==> src/rtl/ram_stream_loader_pkg.sv <==
`default_nettype none
// ============================================================================
// Module  : ram_stream_loader_pkg
// Brief   : Shared memory map and loader state encoding for the frame path
//           (data RAM, CPU and stream loader all import this package).
// Revision: 1.0 - initial release
// ============================================================================
package ram_stream_loader_pkg;

    localparam int WIDTH_DEFAULT     = 32;
    localparam int NWORDS_DEFAULT    = 1200;
    localparam int BASE_DEFAULT      = 206800;
    localparam int CTRL_ADDR_DEFAULT = 411698;

    typedef enum logic [2:0] {
        IDLE  = 3'd0,
        LOAD  = 3'd1,
        DRAIN = 3'd2,
        FLAG  = 3'd3,
        POLL  = 3'd4
    } loader_state_t;

endpackage
`default_nettype wire

==> src/rtl/ram_stream_loader_if.sv <==
`default_nettype none
// ============================================================================
// Module  : ram_stream_loader_if
// Brief   : Stream input (valid/ready/data) plus one RAM port
//           (address/wdata/enw/rdata) seen by the frame loader.
// Revision: 1.0 - initial release
// ============================================================================
interface ram_stream_loader_if
    import ram_stream_loader_pkg::*;
#(
    parameter int WIDTH = WIDTH_DEFAULT
);

    logic             in_valid;
    logic             in_ready;
    logic [WIDTH-1:0] in_data;
    logic [WIDTH-1:0] address;
    logic [WIDTH-1:0] wdata;
    logic             enw;
    logic [WIDTH-1:0] rdata;

    // Loader side: consumes the stream, drives the RAM port.
    modport master (
        input  in_valid,
        output in_ready,
        input  in_data,
        output address,
        output wdata,
        output enw,
        input  rdata
    );

    // Environment side: stream source and RAM.
    modport slave (
        output in_valid,
        input  in_ready,
        output in_data,
        input  address,
        input  wdata,
        input  enw,
        output rdata
    );

endinterface
`default_nettype wire

==> src/rtl/ram_stream_loader.sv <==
`default_nettype none
// ============================================================================
// Module  : ram_stream_loader
// Brief   : Writes one NWORDS-word frame from a valid/ready stream into the
//           data RAM at BASE.., raises the frame-ready control word, then
//           polls until the CPU clears it before accepting another frame.
// Revision: 1.0 - initial release
// ============================================================================
module ram_stream_loader
    import ram_stream_loader_pkg::*;
#(
    parameter int WIDTH     = WIDTH_DEFAULT,
    parameter int NWORDS    = NWORDS_DEFAULT,
    parameter int BASE      = BASE_DEFAULT,
    parameter int CTRL_ADDR = CTRL_ADDR_DEFAULT
) (
    input  wire                 clk,
    input  wire                 reset,
    input  wire                 start,
    ram_stream_loader_if.master bus,
    output logic                busy,
    output logic                frame_done,
    output logic [15:0]         frames
);

    localparam int               c_cnt_w = $clog2(NWORDS + 1);
    localparam logic [c_cnt_w-1:0] c_last  = c_cnt_w'(NWORDS - 1);
    localparam logic [WIDTH-1:0] c_base  = WIDTH'(BASE);
    localparam logic [WIDTH-1:0] c_ctrl  = WIDTH'(CTRL_ADDR);

    loader_state_t        r_state;
    loader_state_t        w_next;
    logic [c_cnt_w-1:0]   r_count;
    logic                 w_hs;
    logic                 w_ack;

    assign bus.in_ready = (r_state == LOAD);
    assign busy         = (r_state != IDLE);
    assign w_hs         = (r_state == LOAD) && bus.in_valid;

    // The first POLL cycle still carries the flag write on the port, so the
    // combinational read then returns the pre-write value; only cycles with
    // the write enable low count as a genuine CPU acknowledge.
    assign w_ack = (r_state == POLL) && !bus.enw && (bus.rdata == '0);

    // State register.
    always_ff @(posedge clk) begin
        if (reset) begin
            r_state <= IDLE;
        end else begin
            r_state <= w_next;
        end
    end

    // Next-state decode for the frame sequence.
    always_comb begin
        w_next = r_state;
        case (r_state)
            IDLE:    if (start) w_next = LOAD;
            LOAD:    if (w_hs && (r_count == c_last)) w_next = DRAIN;
            DRAIN:   w_next = FLAG;
            FLAG:    w_next = POLL;
            POLL:    if (w_ack) w_next = IDLE;
            default: w_next = IDLE;
        endcase
    end

    // Registered RAM write stage, word counter and frame statistics.
    always_ff @(posedge clk) begin
        if (reset) begin
            r_count     <= '0;
            bus.address <= '0;
            bus.wdata   <= '0;
            bus.enw     <= 1'b0;
            frame_done  <= 1'b0;
            frames      <= 16'd0;
        end else begin
            bus.enw    <= 1'b0;
            frame_done <= 1'b0;
            case (r_state)
                IDLE: begin
                    if (start) r_count <= '0;
                end
                LOAD: begin
                    if (w_hs) begin
                        bus.enw     <= 1'b1;
                        bus.address <= c_base + WIDTH'(r_count);
                        bus.wdata   <= bus.in_data;
                        r_count     <= r_count + c_cnt_w'(1);
                    end
                end
                FLAG: begin
                    bus.enw     <= 1'b1;
                    bus.address <= c_ctrl;
                    bus.wdata   <= WIDTH'(1);
                end
                POLL: begin
                    if (w_ack) begin
                        frame_done <= 1'b1;
                        frames     <= frames + 16'd1;
                    end
                end
                default: begin
                end
            endcase
        end
    end

endmodule
`default_nettype wire
==> src/flat_wrapper.sv <==
// flat-port wrapper written by rule: the top's interface ports become plain ports
module ram_stream_loader_flat import ram_stream_loader_pkg::*;
#(
    parameter int WIDTH     = WIDTH_DEFAULT,
    parameter int NWORDS    = NWORDS_DEFAULT,
    parameter int BASE      = BASE_DEFAULT,
    parameter int CTRL_ADDR = CTRL_ADDR_DEFAULT
)
  (clk, reset, start, busy, frame_done, frames, bus_in_valid, bus_in_ready, bus_in_data, bus_address, bus_wdata, bus_enw, bus_rdata);
  ram_stream_loader_if #(.WIDTH(WIDTH)) bus_i ();
  input  wire clk;
  input  wire reset;
  input  wire start;
  output logic busy;
  output logic frame_done;
  output logic [15:0] frames;
  input wire logic [$bits(bus_i.in_valid)-1:0] bus_in_valid;
  output wire logic [$bits(bus_i.in_ready)-1:0] bus_in_ready;
  input wire logic [$bits(bus_i.in_data)-1:0] bus_in_data;
  output wire logic [$bits(bus_i.address)-1:0] bus_address;
  output wire logic [$bits(bus_i.wdata)-1:0] bus_wdata;
  output wire logic [$bits(bus_i.enw)-1:0] bus_enw;
  input wire logic [$bits(bus_i.rdata)-1:0] bus_rdata;
  assign bus_i.in_valid = bus_in_valid;
  assign bus_in_ready = bus_i.in_ready;
  assign bus_i.in_data = bus_in_data;
  assign bus_address = bus_i.address;
  assign bus_wdata = bus_i.wdata;
  assign bus_enw = bus_i.enw;
  assign bus_i.rdata = bus_rdata;
  ram_stream_loader #(.WIDTH(WIDTH), .NWORDS(NWORDS), .BASE(BASE), .CTRL_ADDR(CTRL_ADDR)) u_core (.clk(clk), .reset(reset), .start(start), .bus(bus_i), .busy(busy), .frame_done(frame_done), .frames(frames));
endmodule
==> config.mk <==
export PLATFORM = sky130hd
export DESIGN_NAME = ram_stream_loader_flat
export DESIGN_NICKNAME = d
export VERILOG_FILES = /design/src/rtl/ram_stream_loader_pkg.sv /design/src/rtl/ram_stream_loader_if.sv /design/src/rtl/ram_stream_loader.sv /design/src/flat_wrapper.sv
export SDC_FILE = /design/constraint.sdc
export NUM_CORES = 1
export LEC_CHECK = 0
export CAP_MARGIN = 20
export CORE_MARGIN = 2
export CORE_UTILIZATION = 42
export CTS_CLUSTER_SIZE = 10
export DETAILED_ROUTE_END_ITERATION = 6
export PLACE_DENSITY = 0.78
export SLEW_MARGIN = 20
export SYNTH_ARGS = -nofsm -noshare
export SYNTH_HDL_FRONTEND = slang
export SYNTH_SLANG_ARGS = --single-unit
==> constraint.sdc <==
create_clock -name clk -period 2.53 [get_ports clk]
set_input_delay 0.759 -clock clk [delete_from_list [all_inputs] [get_ports clk]]
set_output_delay 0.759 -clock clk [all_outputs]
set_load 0.05 [all_outputs]
==> metrics.csv, run 1 <==
metric,value,unit
via count,3481,
"Area growth, synth to finish",48.76,%
# fillers,673,
ant diodes,0,
clk_skew,0.008742,ns
drt via density,5.235,
Post-Layout Cell Count,665,
crit path launch type,register,
I/O Pins,152,
Top delay family on crit path,buffers and inverters,
R2R depth,5,
final setup violation count,0,
core footprint,0.008134,mm2
die area,0.009060,mm2
worst setup path end,frames[8],
Die W,95.19,um
drt wl/cell,14.44,um
Crit-path slowest cell,clkdlybuf4s50_1,
CTS tree,done,
kind of critical path,reg -> out,
area of the mapped netlist,0.003492,mm2
Least-Margin Pin Slew,0.5649,ns
commonest cells in the netlist,"dfxtp_1 (79), nand2_1 (55), a21oi_1 (51), nand3_1 (42), nor2_1 (31)",
Critical Path RT,1.77,ns
worst-path cell chain,clkdlybuf4s50_1,
Post-DP HPWL,6926,um
switching pwr,789.8,uW
Flop pwr share,45.6,%
Cells after DPL,649,
HP Class,reg -> reg,
status,finished clean,
r2r setup slk,0.58,ns
Antenna Nets Post-Route,0,
CP Launch Point,u_core.frames[8],
"Reg clk slew, reported paths",0.08,ns
yosys warns,0,
cell depth of the worst setup path,1,
"Setup Fix Bufs, Post-CTS",0,
Peak VDD IR,0.3574,mV
worst rel slew slack,62.22,%
static leakage,1.879,nW
Yosys cell types,42,
post-synth top area share,45.29,%
DRT iter0 DRCs,96,
buffers added on ports,136,
Die Height,95.19,um
Synth area leaders,"dfxtp_1 (45%), a21oi_1 (7.3%), nand3_1 (6.0%), nand2_1 (5.9%), buf_4 (4.1%)",
Worst Path Buf+Inv,1,
#FFs+latches synth,79,
"EDFF count, synth",0,
H-tree Lvls,3,
Cell Rows,33,
ys async rst share,0,%
Final min period,2.429,ns
Synth Flop Type,dfxtp_1,
Fin. Hold Viols,0,
Synth area leader,dfxtp_1,
RR Endpoint,u_core.bus.address[5],
# clock sinks,79,
first-pass GRT wire length,14990,um
RSZ-0062 raised after global routing,false,
total design power,2.854,mW
Total GRT Usage,20.99,%
nets,627,
CP Max Fanout,8,
share of layout cells above drive strength 1,8.393,%
fmax,411.6,MHz
CTS Root Cell,clkbuf_8,
most common cell in the netlist,dfxtp_1,
P per Cell Area,549.3,mW/mm2
final wirelength,9602,um
Synth Instances,420,
Clock Tree Buf Depth,2,
final slew viol count,0,
routability cong.,0.8716,
Max-Cap Viols,0,
RR Startpoint,u_core.r_state[0],
"slowest stage delay, CP",0.87,ns
drt drc,0,
period utilisation layout,96.02,%
Starting Density,42.93,%
pin count of the biggest net entering global routing,43,
initial antenna violation count,0,
CTS buffer count,9,
clock network fraction of design power,37.3,%
syn_area_per_cell,8.315,um2
crit end category,primary output,
sw frac,27.68,%
"Clk Latency, worst-skew pair",0.35,ns
total gr overflow,0,
worst path arrival time,1.67,ns
Comb pwr share,17.0,%
vias in the first global route,3227,
Internal,2.064,mW
sequential fraction of the synthesis area,45.29,%
first-pass detailed-route iteration total,4,
==> worst min path at each step <==
| stage | slack [ns] | from | cells after the start | end |
|---|---|---|---|---|
| finish | 0.47 | u_core.bus.wdata[30] | 2 | u_core.bus.wdata[30] |
| floorplan | 0.47 | u_core.r_count[3] | 2 | u_core.bus.address[3] |
| CTS | 0.47 | u_core.bus.wdata[30] | 2 | u_core.bus.wdata[30] |
| detailed placement | 0.46 | u_core.bus.address[9] | 2 | u_core.bus.address[9] |
| global route | 0.49 | u_core.bus.wdata[7] | 2 | u_core.bus.wdata[7] |
| global placement | 0.45 | u_core.bus.wdata[30] | 2 | u_core.bus.wdata[30] |
==> state kept, by name, indices dropped and copies added, names as in the netlist <==
name / cells
u_core.bus.address: 15
u_core.bus.enw: 1
u_core.bus.wdata: 32
u_core.frame_done: 1
u_core.frames: 16
u_core.r_count: 11
u_core.r_state: 3
==> power by group through the flow <==
| stage | Clock, mW | Combinational [mW] | Sequential (mW) |
|---|---|---|---|
| 2_1_floorplan | 0 | 0.180 | 1.44 |
| 3_3_place_gp | 0 | 0.480 | 1.33 |
| 3_5_place_dp | 0 | 0.485 | 1.33 |
| 4_1_cts | 1.09 | 0.486 | 1.30 |
| 5_1_grt | 1.13 | 0.517 | 1.31 |
| 6_report | 1.07 | 0.486 | 1.30 |
==> through the flow <==
step | setup slack [ns] | area (um2) | hold WS [ns] | util, % | setup TNS, ns
after floorplan | 0.3184 | 3550 | 0.4688 | - | 0
after global placement | -0.1508 | 4952 | 0.4528 | 60.88 | -0.5457
after detailed placement | -0.1961 | 4952 | 0.4583 | 60.88 | -1.081
after CTS | 0.1071 | 5182 | 0.4685 | 63.71 | 0
after global routing | 0.01095 | 5195 | 0.4887 | 63.87 | 0
final | 0.1007 | 5195 | 0.4679 | 63.87 | 0
==> layout make-up <==
cell class                 count  area [um2]  share of cell area [%]
clock inverter                 6       92.59                   1.782
clock buffer                  10       137.6                   2.649
tap                          105       131.4                   2.529
inverter                       2       7.507                  0.1445
sequential                    79        1582                   30.44
multi-input combinational    308        1725                   33.21
timing repair buffer         155        1519                   29.24
==> placed cells by master (no fill, tap or decap), types with 11 or more instances in the layout <==
cell type        Yosys  final
buf_4               19     19
nand4_1             12     12
nor2_1              31     31
nand3_1             42     42
xor2_1              11     11
dfxtp_1             79     79
clkdlybuf4s50_1      0    133
nand2_1             55     55
a21oi_1             51     51
conb_1               1     15
==> metal layers <==
metal  track usage [%]  vias to the layer above  routed length (um)
li1                  -                     1708                   -
met1             25.83                     1628                3966
met2             35.68                      135                4721
met3             4.348                       10                 784
met4             8.575                        0                 129
met5                 0                        -                   0
==> cells by family (layout without fill, tap and decap cells) <==
| group | Yosys count | in the layout | share of synthesized area [%] |
|---|---|---|---|
| AO/OA/AOI/OAI | 70 | 70 | 10.78 |
| adder cells (fa/ha/maj) | 4 | 4 | 1.433 |
| buffers and inverters | 47 | 173 | 7.345 |
| other | 1 | 15 | 0.1074 |
| multiplexers | 4 | 4 | 1.182 |
| flip-flops | 79 | 79 | 45.29 |
| AND/OR/NAND/NOR | 194 | 194 | 28.59 |
| XOR/XNOR | 21 | 21 | 5.267 |
==> what timing repair did <==
item	4_1_cts	5_1_grt
setup endpoints to repair	0	1
endpoints found under the hold margin	0	0
hold buffers	0	0
gates resized for setup	0	2
(Power assumes the default switching activity.)
==> run 2: changes to the inputs <==
--- a/config.mk
+++ b/config.mk
@@ -8,6 +8,7 @@
 export CAP_MARGIN = 20
 export CORE_MARGIN = 2
 export CORE_UTILIZATION = 42
+export CTS_CLUSTER_DIAMETER = 60
 export CTS_CLUSTER_SIZE = 10
 export DETAILED_ROUTE_END_ITERATION = 6
 export PLACE_DENSITY = 0.78
==> constraint.sdc (replaced) <==
create_clock -name clk -period 2.53 [get_ports clk]
set_input_delay 0.759 -clock clk [delete_from_list [all_inputs] [get_ports clk]]
set_output_delay 0.759 -clock clk [all_outputs]
set_load 0.02 [all_outputs]
==> run 2 against run 1 <==
Against the previous run:
- combinational power decreased by 23%
- worst hold slack improved by 0.00086 ns
- final cell count is 0.15% higher
- total power shrank 7.2%
- final area fell by 0.65%
- critical path type unchanged
- critical endpoint is now busy
- largest cell class unchanged
==> metrics.csv, run 2 (same netlist as run 1, synthesis figures left out) <==
metric,value,unit,change
status,finished clean,,
# hold bufs at CTS,0,,unchanged
CTS Root Cell,clkbuf_8,,
"slowest stage delay, CP",0.54,ns,-0.33 ns
Starting Density,42.93,%,unchanged
crit path launch type,register,,
CTS buffer count,9,,unchanged
crit end category,primary output,,
clk_skew,0.01273,ns,+0.003986 ns
Resized Gates After CTS,1,,+1
Crit-path slowest cell,clkdlybuf4s50_1,,
worst-path cell chain,"or3_1, clkdlybuf4s50_1",,
period utilisation layout,97.47,%,+1.5 points
ant diodes,0,,unchanged
CP Max Fanout,11,,+3
total gr overflow,0,,unchanged
kind of critical path,reg -> out,,
routability cong.,0.8651,,-0.75%
Peak VDD IR,0.3037,mV,-15%
final instance area,0.005161,mm2,-0.65%
via count,3485,,+0.11%
Top delay family on crit path,buffers and inverters,,
share of layout cells above drive strength 1,8.021,%,-0.37 points
"commonest non-fill, non-tap cell in the layout",clkdlybuf4s50_1,,
drt wl/cell,14.28,um,-1.1%
drt via density,5.233,,about the same
buffers added on ports,136,,unchanged
"commonest non-fill, non-tap cells in the layout","clkdlybuf4s50_1 (135), dfxtp_1 (79), nand2_1 (55)",,
static leakage,1.871,nW,-0.42%
Final min period,2.466,ns,+0.03670 ns
Total GRT Usage,20.72,%,-0.27 points
I/O Pins,152,,unchanged
Worst Path Buf+Inv,1,,unchanged
worst path arrival time,1.71,ns,+0.04 ns
Cell Rows,33,,unchanged
Die Height,95.19,um,unchanged
Worst Hold Margin,0.4687,ns,+0.0008550 ns
"Reg clk slew, reported paths",0.09,ns,about the same
"Area growth, synth to finish",47.80,%,
first-pass detailed-route iteration total,4,,unchanged
Post-DP HPWL,6993,um,+0.97%
first-pass GRT wire length,14750,um,-1.6%
fmax,405.5,MHz,-1.5%
core footprint,0.008134,mm2,unchanged
drt drc,0,,unchanged
"Clk Latency, worst-skew pair",0.35,ns,about the same
CTS tree,done,,
final slew viol count,0,,unchanged
final wirelength,9511,um,-0.95%
"Setup Fix Bufs, Post-CTS",0,,unchanged
number of flip-flops in the largest register,32,,unchanged
pin count of the biggest net entering global routing,43,,unchanged
vias in the first global route,3229,,+0.062%
# fillers,717,,+6.5%
P per Cell Area,512.8,mW/mm2,-6.6%
Largest Register,u_core.bus.wdata,,
Max-Cap Viols,0,,unchanged
placed cell area,0.004947,mm2,-0.10%
final setup violation count,0,,unchanged
RSZ-0062 raised after global routing,false,,
DRT iter0 DRCs,145,,+51%
Fin. Hold Viols,0,,unchanged
Antenna Nets Post-Route,0,,unchanged
registers with the most flip-flops,"u_core.bus.wdata: 32 flops, u_core.frames: 16 flops, u_core.bus.address: 15 flops",,
Critical Path RT,1.77,ns,about the same
nets,628,,+0.16%
Die W,95.19,um,unchanged
initial antenna violation count,0,,unchanged
# clock sinks,79,,unchanged
die area,0.009060,mm2,unchanged
Clock Tree Buf Depth,2,,unchanged
H-tree Lvls,3,,unchanged
HP Class,reg -> reg,,
==> run 2: cell count changes in the layout (fill, tap and decap cells not counted), sizes merged <==
cell / previous run / this run
clkinvlp: 2 / 0
clkdlybuf4s50: 133 / 135
inv: 3 / 5
clkinv: 1 / 3
buf: 22 / 21
bufinv: 2 / 1
clkbuf: 10 / 9
==> run 2: area by class of cell <==
cell class	instances	area, um2	area share, %
tap	105	131.4	2.545
clock buffer	9	123.9	2.400
clock inverter	7	78.83	1.527
sequential	79	1582	30.64
inverter	2	7.507	0.1455
multi-input combinational	308	1719	33.31
timing repair buffer	156	1519	29.43
==> run 2: final timing paths <==
path	startpoint	endpoint	slack [ns]	cells past startpoint
min reg2reg	u_core.bus.wdata[8]	u_core.bus.wdata[8]	0.47	2
max	u_core.r_state[1]	busy	0.06	2
min	u_core.bus.wdata[8]	u_core.bus.wdata[8]	0.47	2
max reg2reg	u_core.r_state[2]	u_core.frames[13]	0.60	6
==> run 2: stage by stage <==
stage / std cells / worst slack [ns] / TNS, ns / utilization (%) / power (mW)
after CTS: 666 / 0.03866 / 0 / 63.37 / 2.677
final: 666 / 0.06399 / 0 / 63.45 / 2.647
after global routing: 666 / 0.007722 / 0 / 63.45 / 2.769
after global placement: 650 / -0.1569 / -0.5397 / 60.82 / 1.699
after detailed placement: 650 / -0.2574 / -1.545 / 60.82 / 1.707
after floorplan: 434 / 0.3200 / 0 / - / 1.510
==> run 2: tightest hold or removal path: stages, from the launching register on <==
cell and delay [ns]:
dfxtp_1 0.32, nand3_1 0.06, a21oi_1 0.05
==> run 2: power breakdown <==
| group | switching [mW] | total [mW] | leakage, nW | internal, mW |
|---|---|---|---|---|
| clock network | 0.501 | 0.969 | 0.105 | 0.468 |
| logic | 0.176 | 0.375 | 1.12 | 0.198 |
| registers | 0.0233 | 1.30 | 0.641 | 1.28 |
| total | 0.701 | 2.65 | 1.87 | 1.95 |
==> run 2: routing by layer <==
layer,routed length (um),vias up,GRT usage [%]
li1,-,1710,-
met1,3844,1616,24.60
met2,4751,148,36.21
met3,812,11,5.217
met4,104,0,7.246
met5,0,-,0
==> run 3: changes to the inputs <==
--- a/config.mk
+++ b/config.mk
@@ -7,11 +7,13 @@
 export LEC_CHECK = 0
 export CAP_MARGIN = 20
 export CORE_MARGIN = 2
-export CORE_UTILIZATION = 42
+export CORE_UTILIZATION = 55
+export CTS_BUF_LIST = sky130_fd_sc_hd__clkbuf_8
 export CTS_CLUSTER_DIAMETER = 60
 export CTS_CLUSTER_SIZE = 10
 export DETAILED_ROUTE_END_ITERATION = 6
-export PLACE_DENSITY = 0.78
+export DONT_BUFFER_PORTS = 1
+export PLACE_DENSITY = 0.68
 export SLEW_MARGIN = 20
 export SYNTH_ARGS = -nofsm -noshare
 export SYNTH_HDL_FRONTEND = slang
==> run 3 against run 2 <==
Against the previous run:
- combinational power shrank 67%
- non-clock buffer count shrank 146
- worst setup slack gained 0.18 ns
- via count shrank 17%
- clock power grew 2.1%
- critical path depth is the same
- final area shrank 29%
- first-iteration DRC count grew 12%
- worst hold slack gained 0.014 ns
- total power shrank 6.9%
- die area shrank 23%
- clock-buffer cell count is the same
==> metrics.csv, run 3 (same netlist as run 1, synthesis figures left out) <==
metric,value,unit,change
Flop pwr share,54.8,%,+5.6 points
Crit-path slowest cell,dfxtp_1,,
pin count of the biggest net entering global routing,70,,+63%
Post-DP HPWL,5226,um,-25%
share of layout cells above drive strength 1,7.711,%,-0.31 points
CTS Root Cell,clkbuf_8,,
worst path arrival time,1.53,ns,-0.18 ns
core footprint,0.006241,mm2,-23%
Cell Rows,29,,-12%
Largest Register,u_core.bus.wdata,,
drt wl/cell,15.35,um,+7.5%
"Reg clk slew, reported paths",0.09,ns,about the same
DRT iter0 DRCs,163,,+12%
total design power,2.463,mW,-6.9%
Antenna Nets Post-Route,0,,unchanged
Fin. Hold Viols,0,,unchanged
die area,0.007002,mm2,-23%
Die W,83.68,um,-12%
buffers added on ports,0,,-100%
registers with the most flip-flops,"u_core.bus.wdata: 32 flops, u_core.frames: 16 flops, u_core.bus.address: 15 flops",,
via count,2877,,-17%
Least-Margin Pin Slew,0.6078,ns,
"Clk Latency, worst-skew pair",0.35,ns,about the same
# clock sinks,79,,unchanged
clk_skew,0.007397,ns,-0.005331 ns
initial antenna violation count,0,,unchanged
kind of critical path,reg -> out,,
P per Cell Area,667.8,mW/mm2,+30%
Peak VDD IR,0.5202,mV,+71%
final slew viol count,0,,unchanged
"Area growth, synth to finish",5.625,%,
HP Class,in -> reg,,
CTS buffer count,9,,unchanged
static leakage,1.311,nW,-30%
drt drc,0,,unchanged
I/O Pins,152,,unchanged
RR Startpoint,u_core.frames[3],,
total gr overflow,0,,unchanged
Clock Tree Buf Depth,2,,unchanged
Comb pwr share,5.0,%,-9.2 points
"Setup Fix Bufs, Post-CTS",0,,unchanged
number of flip-flops in the largest register,32,,unchanged
CP Max Fanout,10,,-1
"commonest non-fill, non-tap cells in the layout","dfxtp_1 (79), nand2_1 (55), a21oi_1 (51)",,
crit path launch type,register,,
routability cong.,0.8093,,-6.5%
Max-Cap Viols,0,,unchanged
# hold bufs at CTS,0,,unchanged
CP Launch Point,u_core.r_state[0],,
vias in the first global route,2524,,-22%
fmax,437.2,MHz,+7.8%
Critical Path RT,1.77,ns,about the same
nets,482,,-23%
setup_tns,0,ns,unchanged
status,finished clean,,
Final min period,2.287,ns,-0.1787 ns
final wirelength,7553,um,-21%
Die Height,83.68,um,-12%
Starting Density,55.95,%,+13 points
sw frac,26.94,%,+0.47 points
Total GRT Usage,20.90,%,+0.18 points
crit end category,primary output,,
first-pass GRT wire length,11950,um,-19%
Setup WS pre-CTS,0.2034,ns,+0.4608 ns
drt via density,5.848,,+12%
period utilisation layout,90.41,%,-7.1 points
worst rel slew slack,59.11,%,
final setup violation count,0,,unchanged
CTS tree,done,,
H-tree Lvls,3,,unchanged
worst-path cell chain,"nor3b_1, buf_4",,
RSZ-0062 raised after global routing,false,,
clock network fraction of design power,40.1,%,+3.5 points
Internal,1.800,mW,-7.5%
r2r setup slk,0.51,ns,-0.09 ns
"commonest non-fill, non-tap cell in the layout",dfxtp_1,,
"slowest stage delay, CP",0.52,ns,-0.02 ns
ant diodes,0,,unchanged
hold_sp,reset,,
first-pass detailed-route iteration total,4,,unchanged
switching pwr,663.6,uW,-5.3%
Resized Gates After CTS,0,,-1
post-route setup slack,0.2427,ns,+0.1787 ns
-- run 3: cell count changes in the layout (fill, tap and decap cells not counted) --
cell,previous run,this run
clkinv_2,1,0
nor3b_1,1,2
clkinv_4,2,0
clkinvlp_4,0,1
nor3b_2,1,0
inv_8,0,1
nor4_1,9,10
nor4_2,1,0
clkdlybuf4s50_1,135,0
buf_2,1,0
inv_6,3,4
buf_4,19,9
-- run 3: worst max-delay path: cells and delay by family (launching register included) --
| family | cells | cell delay (ns) |
|---|---|---|
| buffers and inverters | 1 | 0.22 |
| flip-flops | 1 | 0.52 |
| AND/OR/NAND/NOR | 1 | 0.44 |
-- run 3: metrics by stage --
step	hold WS, ns	utilization, %	std cells	instance area (um2)
after floorplan	0.4688	-	434	3545
after global placement	0.4870	55.77	476	3481
after detailed placement	0.5067	55.77	476	3481
after CTS	0.4638	59.10	492	3689
after global routing	0.4542	59.10	492	3689
final	0.4825	59.10	492	3689
-- run 3: routing by layer --
layer / share of wire, % / track usage [%] / wire length [um]
met5: 0 / 0 / 0
met4: 0.94 / 7.918 / 71
met3: 7.1 / 6.034 / 533
met2: 50 / 36.00 / 3783
met1: 42 / 24.59 / 3165
-- run 3: final cells by class --
type	instances	area, um2
fillers	579	2552
multi-input cells	308	1708
flip-flops and latches	79	1582
clock buffers	9	123.9
well taps	77	96.34
repair buffers	10	87.58
clock inverters	7	83.83
inverters	2	7.507
-- run 3: final timing paths --
check / depth (start not counted) / endpoint
setup reg to reg: 5 / u_core.frames[15]
setup / recovery: 2 / bus_in_ready
hold reg to reg: 2 / u_core.bus.address[0]
hold / removal: 1 / u_core.frames[9]
-- run 3: power groups by stage --
stage          Clock [mW]  Combinational, mW  Sequential [mW]
6_report            0.989              0.124             1.35
5_1_grt              1.06              0.141             1.36
4_1_cts              1.01              0.126             1.35
3_5_place_dp            0              0.125             1.38
3_3_place_gp            0              0.122             1.38
2_1_floorplan           0              0.143             1.37
